--- src/rtl/piso_pkg.sv ---
// Shared types and width helpers for the PISO chain reader.
package piso_pkg;

   typedef enum logic [2:0] {
      ST_IDLE   = 3'd0,
      ST_LOAD   = 3'd1,
      ST_SETTLE = 3'd2,
      ST_SHIFT  = 3'd3,
      ST_DONE   = 3'd4
   } piso_state_t;

   // Bits needed to hold the values 0..max_val.
   function automatic int cnt_width(input int max_val);
      return (max_val < 1) ? 1 : $clog2(max_val + 1);
   endfunction

endpackage

--- src/rtl/piso_chain_reader_if.sv ---
// Chain-side and frame-side signals of the PISO chain reader.
interface piso_chain_reader_if #(
   parameter int N_BIT = 16
);
   logic             Start_I;
   logic             Ser_I;
   logic             Sck_O;
   logic             SH_LD_O;
   logic [N_BIT-1:0] Parl_O;
   logic             Valid_O;
   logic             Changed_O;
   logic             Busy_O;

   modport master (
      output Start_I, Ser_I,
      input  Sck_O, SH_LD_O, Parl_O, Valid_O, Changed_O, Busy_O
   );

   modport slave (
      input  Start_I, Ser_I,
      output Sck_O, SH_LD_O, Parl_O, Valid_O, Changed_O, Busy_O
   );
endinterface

--- src/rtl/clk_tick_div.sv ---
// Free-running DIV-cycle down-counter; tick_o marks the last cycle of each phase.
module clk_tick_div
   import piso_pkg::*;
#(
   parameter int DIV = 4
) (
   input  logic clk_i,
   input  logic rst_n_i,
   input  logic restart_i,
   output logic tick_o
);
   localparam int            CW     = cnt_width(DIV);
   localparam logic [CW-1:0] RELOAD = CW'(DIV - 1);
   localparam logic [CW-1:0] ZERO   = {CW{1'b0}};
   localparam logic [CW-1:0] ONE    = CW'(1);

   logic [CW-1:0] cnt_q;
   logic [CW-1:0] cnt_d;

   // Next count: reload on restart or terminal count, otherwise count down.
   always_comb begin
      cnt_d = cnt_q;
      if (restart_i || (cnt_q == ZERO)) begin
         cnt_d = RELOAD;
      end else begin
         cnt_d = cnt_q - ONE;
      end
   end

   assign tick_o = (cnt_q == ZERO);

   // Counter register.
   always_ff @(posedge clk_i) begin
      if (!rst_n_i) begin
         cnt_q <= ZERO;
      end else begin
         cnt_q <= cnt_d;
      end
   end

endmodule

--- src/rtl/piso_chain_reader.sv ---
// Reads a daisy-chain of 74HC165-style shift registers and publishes each frame
// MSB-first with a valid strobe and a change flag.
module piso_chain_reader
   import piso_pkg::*;
#(
   parameter int N_BIT = 16,
   parameter int DIV   = 4,
   parameter int AUTO  = 1
) (
   input logic                Clk_I,
   input logic                RstN_I,
   piso_chain_reader_if.slave pif
);
   localparam int             BCW       = cnt_width(N_BIT);
   localparam logic [BCW-1:0] LAST_SLOT = BCW'(N_BIT - 1);
   localparam logic [BCW-1:0] BC_ZERO   = {BCW{1'b0}};
   localparam logic [BCW-1:0] BC_ONE    = BCW'(1);

   piso_state_t      state_q, state_d;
   logic             half_q, half_d;
   logic [BCW-1:0]   bit_cnt_q, bit_cnt_d;
   logic [N_BIT-1:0] shreg_q, shreg_d;
   logic [N_BIT-1:0] parl_q, parl_d;
   logic             first_q, first_d;
   logic             changed_q, changed_d;
   logic             sck_q, sck_d;
   logic             sh_ld_q, sh_ld_d;
   logic             valid_q, valid_d;
   logic             busy_q, busy_d;
   logic             tick_s;
   logic             div_restart_s;
   logic [N_BIT-1:0] shift_in_s;

   // IDLE holds the divider so LOAD always starts a full DIV-cycle phase.
   assign div_restart_s = (state_q == ST_IDLE);
   assign shift_in_s    = (shreg_q << 1'b1) | N_BIT'(pif.Ser_I);

   clk_tick_div #(
      .DIV (DIV)
   ) u_div (
      .clk_i     (Clk_I),
      .rst_n_i   (RstN_I),
      .restart_i (div_restart_s),
      .tick_o    (tick_s)
   );

   // Next-state, shift-register and output computation.
   always_comb begin
      state_d   = state_q;
      half_d    = half_q;
      bit_cnt_d = bit_cnt_q;
      shreg_d   = shreg_q;
      parl_d    = parl_q;
      first_d   = first_q;
      changed_d = 1'b0;
      case (state_q)
         ST_IDLE: begin
            if ((AUTO != 0) || pif.Start_I) begin
               state_d = ST_LOAD;
            end else begin
               state_d = ST_IDLE;
            end
         end
         ST_LOAD: begin
            if (tick_s) begin
               state_d = ST_SETTLE;
            end else begin
               state_d = ST_LOAD;
            end
         end
         ST_SETTLE: begin
            if (tick_s) begin
               state_d   = ST_SHIFT;
               half_d    = 1'b0;
               bit_cnt_d = BC_ZERO;
               shreg_d   = shift_in_s;
            end else begin
               state_d = ST_SETTLE;
            end
         end
         ST_SHIFT: begin
            if (!tick_s) begin
               state_d = ST_SHIFT;
            end else if (!half_q) begin
               // Slot 0 low half follows the SETTLE sample, so nothing new is on QH yet.
               half_d = 1'b1;
               if (bit_cnt_q != BC_ZERO) begin
                  shreg_d = shift_in_s;
               end else begin
                  shreg_d = shreg_q;
               end
            end else if (bit_cnt_q == LAST_SLOT) begin
               state_d   = ST_DONE;
               parl_d    = shreg_q;
               changed_d = first_q || (shreg_q != parl_q);
               first_d   = 1'b0;
            end else begin
               bit_cnt_d = bit_cnt_q + BC_ONE;
               half_d    = 1'b0;
            end
         end
         ST_DONE: begin
            state_d = ST_IDLE;
         end
         default: begin
            state_d = ST_IDLE;
         end
      endcase
      sh_ld_d = (state_d != ST_LOAD);
      sck_d   = (state_d == ST_SHIFT) && half_d;
      valid_d = (state_d == ST_DONE);
      busy_d  = (state_d != ST_IDLE);
   end

   // State and registered outputs.
   always_ff @(posedge Clk_I) begin
      if (!RstN_I) begin
         state_q   <= ST_IDLE;
         half_q    <= 1'b0;
         bit_cnt_q <= BC_ZERO;
         shreg_q   <= {N_BIT{1'b0}};
         parl_q    <= {N_BIT{1'b0}};
         first_q   <= 1'b1;
         changed_q <= 1'b0;
         sck_q     <= 1'b0;
         sh_ld_q   <= 1'b1;
         valid_q   <= 1'b0;
         busy_q    <= 1'b0;
      end else begin
         state_q   <= state_d;
         half_q    <= half_d;
         bit_cnt_q <= bit_cnt_d;
         shreg_q   <= shreg_d;
         parl_q    <= parl_d;
         first_q   <= first_d;
         changed_q <= changed_d;
         sck_q     <= sck_d;
         sh_ld_q   <= sh_ld_d;
         valid_q   <= valid_d;
         busy_q    <= busy_d;
      end
   end

   assign pif.Sck_O     = sck_q;
   assign pif.SH_LD_O   = sh_ld_q;
   assign pif.Parl_O    = parl_q;
   assign pif.Valid_O   = valid_q;
   assign pif.Changed_O = changed_q;
   assign pif.Busy_O    = busy_q;

endmodule

--- src/flat_wrapper.sv ---
// flat-port wrapper written by rule: the top's interface ports become plain ports
module piso_chain_reader_flat import piso_pkg::*;
#(
   parameter int N_BIT = 16,
   parameter int DIV   = 4,
   parameter int AUTO  = 1
)
  (Clk_I, RstN_I, pif_Start_I, pif_Ser_I, pif_Sck_O, pif_SH_LD_O, pif_Parl_O, pif_Valid_O, pif_Changed_O, pif_Busy_O);
  piso_chain_reader_if #(.N_BIT(N_BIT)) pif_i ();
  input logic Clk_I;
  input logic RstN_I;
  input wire logic [$bits(pif_i.Start_I)-1:0] pif_Start_I;
  input wire logic [$bits(pif_i.Ser_I)-1:0] pif_Ser_I;
  output wire logic [$bits(pif_i.Sck_O)-1:0] pif_Sck_O;
  output wire logic [$bits(pif_i.SH_LD_O)-1:0] pif_SH_LD_O;
  output wire logic [$bits(pif_i.Parl_O)-1:0] pif_Parl_O;
  output wire logic [$bits(pif_i.Valid_O)-1:0] pif_Valid_O;
  output wire logic [$bits(pif_i.Changed_O)-1:0] pif_Changed_O;
  output wire logic [$bits(pif_i.Busy_O)-1:0] pif_Busy_O;
  assign pif_i.Start_I = pif_Start_I;
  assign pif_i.Ser_I = pif_Ser_I;
  assign pif_Sck_O = pif_i.Sck_O;
  assign pif_SH_LD_O = pif_i.SH_LD_O;
  assign pif_Parl_O = pif_i.Parl_O;
  assign pif_Valid_O = pif_i.Valid_O;
  assign pif_Changed_O = pif_i.Changed_O;
  assign pif_Busy_O = pif_i.Busy_O;
  piso_chain_reader #(.N_BIT(N_BIT), .DIV(DIV), .AUTO(AUTO)) u_core (.Clk_I(Clk_I), .RstN_I(RstN_I), .pif(pif_i));
endmodule
--- config.mk ---
export PLATFORM = sky130hd
export DESIGN_NAME = piso_chain_reader_flat
export DESIGN_NICKNAME = d
export VERILOG_FILES = /design/src/rtl/piso_pkg.sv /design/src/rtl/piso_chain_reader_if.sv /design/src/rtl/clk_tick_div.sv /design/src/rtl/piso_chain_reader.sv /design/src/flat_wrapper.sv
export SDC_FILE = /design/constraint.sdc
export NUM_CORES = 1
export LEC_CHECK = 0
export ABC_AREA = 0
export CORE_UTILIZATION = 45
export CTS_CLUSTER_SIZE = 10
export DETAILED_ROUTE_END_ITERATION = 6
export PLACE_DENSITY = 0.66
export SYNTH_ARGS = -nofsm -noshare
export SYNTH_HDL_FRONTEND = slang
export SYNTH_SLANG_ARGS = --single-unit
export TNS_END_PERCENT = 100
--- constraint.sdc ---
create_clock -name Clk_I -period 5.4 [get_ports Clk_I]
set_input_delay 0.54 -clock Clk_I [delete_from_list [all_inputs] [get_ports Clk_I]]
set_output_delay 0.54 -clock Clk_I [all_outputs]
set_load 0.02 [all_outputs]
==> flow_summary.toml <==
[run_status]
status = "finished, final reports clean"

[global_routing]
busiest_layer = "met2"
grt_pass1_wl_um = 6670
groute.layer.met1.usage_pct = 22.5
grt_max_degree = 29
use_met2_pct = 27.0
grt_pass1_vias = 1433
antenna_found_initial = 0
grt_usage_pct = 16.9
grt-ovfl-total = 0
use_met3_pct = 3.13

[cts]
cts_sinks = 50
cts_root_buf = "clkbuf_8"
postCtsSetupBuffers = 0
cts_buffer_depth = 2
clkSlewWorstSetupHoldPaths_ns = 0.10
clk_latency_ns = 0.30
holdBufCountCts = 0
cts_tree = "done"
cts_max_level = 2
ctsResizeCount = 0
cts_buffers = 5

[setup_path]
required_ns = 5.65
critPathBufInv = 1
arrival_ns = 2.61
r2r_cells = 6
path_cells = "clkdlybuf4s50_1 > nand2_2 > nor3_4 > o31a_1"
crit_path_max_fanout = 28
slowest_stage = "clkdlybuf4s50_1"
critPathMaxStageDelay_ns = 1.03
critPathLaunchType = "primary input"
critical_path_class = "in -> reg"
cp.depth = 4
end_kind = "register"
crit_family = "buffers and inverters"

[detailed_routing]
postRouteAntennaNets = 0
drc_errors = 0
drt-total-wl_um = 4040
vias = 1575
drt-wirelength-per-cell_um = 14.2
via_per_inst = 5.55
drtIter0Drc = 97
first_pass_iters = 6

[timing]
final-hold-violation-count = 0
hold-worst-slack_ns = 0.447
slew_headroom_pct = 27.6
slew_violations = 0
finalCriticalPeriod_ns = 2.36
layout_setup_ws_ns = 3.04
finalSetupViolations = 0
setup_tns_ns = 0
worst_slew_pin_slew_ns = 1.08
fmax_mhz = 424
finClkSkew_ns = 0.00972
fin_crit_sh_pct = 43.7
rsz0062_at_grt = "no"

[logic_synthesis]
synth-edff-count = 0
ys_seq_area_share_pct = 46.7
syn_inst = 212
synth_most_common_cell = "dfxtp_1"
yosysTopAreaCell = "dfxtp_1"
synth_warnings = 0
syn-cell-area_sq_um = 2140
syn_avg_cell_area_sq_um = 10.1
synthArstFlopShare_pct = 0
yosys-top-cells-count = "dfxtp_1 (50), nand3_1 (18), o21ai_0 (18)"
synthFlopType = "dfxtp_1"
synthDistinctLibCells = 40
synth_seq_cells = 50
synth_top_area_share_pct = 46.7
synth_area_leaders = "dfxtp_1 (47%), xor2_1 (6.9%), a22o_1 (6.5%)"
syn-num-nets = 221

[finish]
area.sequential_sq_um = 1000
fill_cells = 420
syn_to_final_growth_pct = 16.2
final_util_pct = 55.6
multi_input_area_sq_um = 1050
drive_gt1_share_pct = 6.90
diodes = 0
fin_area_sq_um = 2490
nNetsFinal = 240

[pwr]
intPower_w = 0.000529
vdd_drop_max_mv = 0.145
switching_share_pct = 24.0
power_frac_clock_pct = 38.3
combPwrFrac_pct = 7.0
seqPwrFrac_pct = 54.7
powerDensity_nw_per_um2 = 280
p_leak_nw = 0.983
power.switching_w = 0.000167

[die]
ioPinCount = 25
coreArea_sq_um = 4470
chipWidth_um = 71.0
die_y_um = 71.0
initial_utilization_pct = 47.9
fp.dieArea_sq_um = 5040
std_cell_rows = 24

[place]
place_ws_ns = 2.67
dpl_cell_area_sq_um = 2380
gp_congestion = 0.813
portBuffers = 23
place_hpwl_um = 2680

[hold_path]
min_path_type = "reg -> reg"
min_path_cells = 1

[run]
max-cap-violations = 0
[sequential cells by signal, summed over array words and instances, names as in the netlist]
register	flops
u_core.first_q	1
u_core.pif.Changed_O	1
u_core.half_q	1
u_core.pif.Busy_O	1
u_core.state_q	3
u_core.u_div.cnt_q	3
u_core.pif.Parl_O	16
u_core.pif.SH_LD_O	1
u_core.pif.Sck_O	1
u_core.bit_cnt_q	5
u_core.pif.Valid_O	1
u_core.shreg_q	16
[through the flow]
step | instances | power [W]
2_1_floorplan | 212 | 0.000428
3_3_place_gp | 276 | 0.000439
3_5_place_dp | 276 | 0.000438
4_1_cts | 284 | 0.000701
5_1_grt | 284 | 0.000720
6_report | 284 | 0.000696
[power by group through the flow]
stage	combinational [W]	sequential [W]	clock, W
after global placement	0.0000490	0.000390	0
after floorplan	0.0000394	0.000388	0
after CTS	0.0000492	0.000381	0.000271
final	0.0000486	0.000381	0.000267
after detailed placement	0.0000490	0.000389	0
after global routing	0.0000547	0.000382	0.000283
[routing by layer]
metal	part of all wire, %	vias to the layer above
met5	0	-
met4	1.3	0
met3	3.0	5
met2	44	26
met1	51	744
li1	-	800
[placed cells by master (no fill, tap or decap), drive strengths merged]
cell           count
xnor2              2
a21bo              1
inv                7
nor3b              2
clkdlybuf4s50     23
nor3               4
nand2b             4
nand2              4
a21oi              4
o21ai             19
o21a               1
ha                 5
bufinv             1
and3               3
dfxtp             50
a311oi             2
nor2               6
nand3b             2
nand4              1
nand3             18
nand4bb            1
mux2i              2
clkbuf             5
a22o              16
and3b              1
clkinvlp           2
a211oi             1
o31a               2
nor2b              3
nor4               3
a21boi            19
xor2              17
nor4b              1
[final timing paths]
| check | startpoint | to | slack [ns] |
|---|---|---|---|
| worst min register to register | u_core.u_div.cnt_q[0] | u_core.u_div.cnt_q[0] | 0.45 |
| worst min-delay path | u_core.u_div.cnt_q[0] | u_core.u_div.cnt_q[0] | 0.45 |
| worst max register to register | u_core.u_div.cnt_q[0] | u_core.bit_cnt_q[4] | 3.25 |
| worst max-delay path | RstN_I | u_core.pif.Changed_O | 3.04 |
[kinds of logic after synthesis]
logic type                 Yosys count  synth area share [%]
AOI/OAI and AO/OA                   65                  21.9
xor gates and xnor gates            19                  7.76
adders and majority gates            5                  2.92
buffers and inverters               18                  4.14
DFF                                 50                  46.7
muxes                                2                 0.934
and+or+nand+nor                     53                  15.6
[cell type report]
cell class                      count  area share, %
Clock inverter                      3           1.81
Timing Repair Buffer               23           9.25
Clock buffer                        5           2.76
Inverter                            7           1.06
Multi-Input combinational cell    144           42.3
Sequential cell                    50           40.2
Tap cell                           52           2.61
Power figures use the tool's default switching activity.
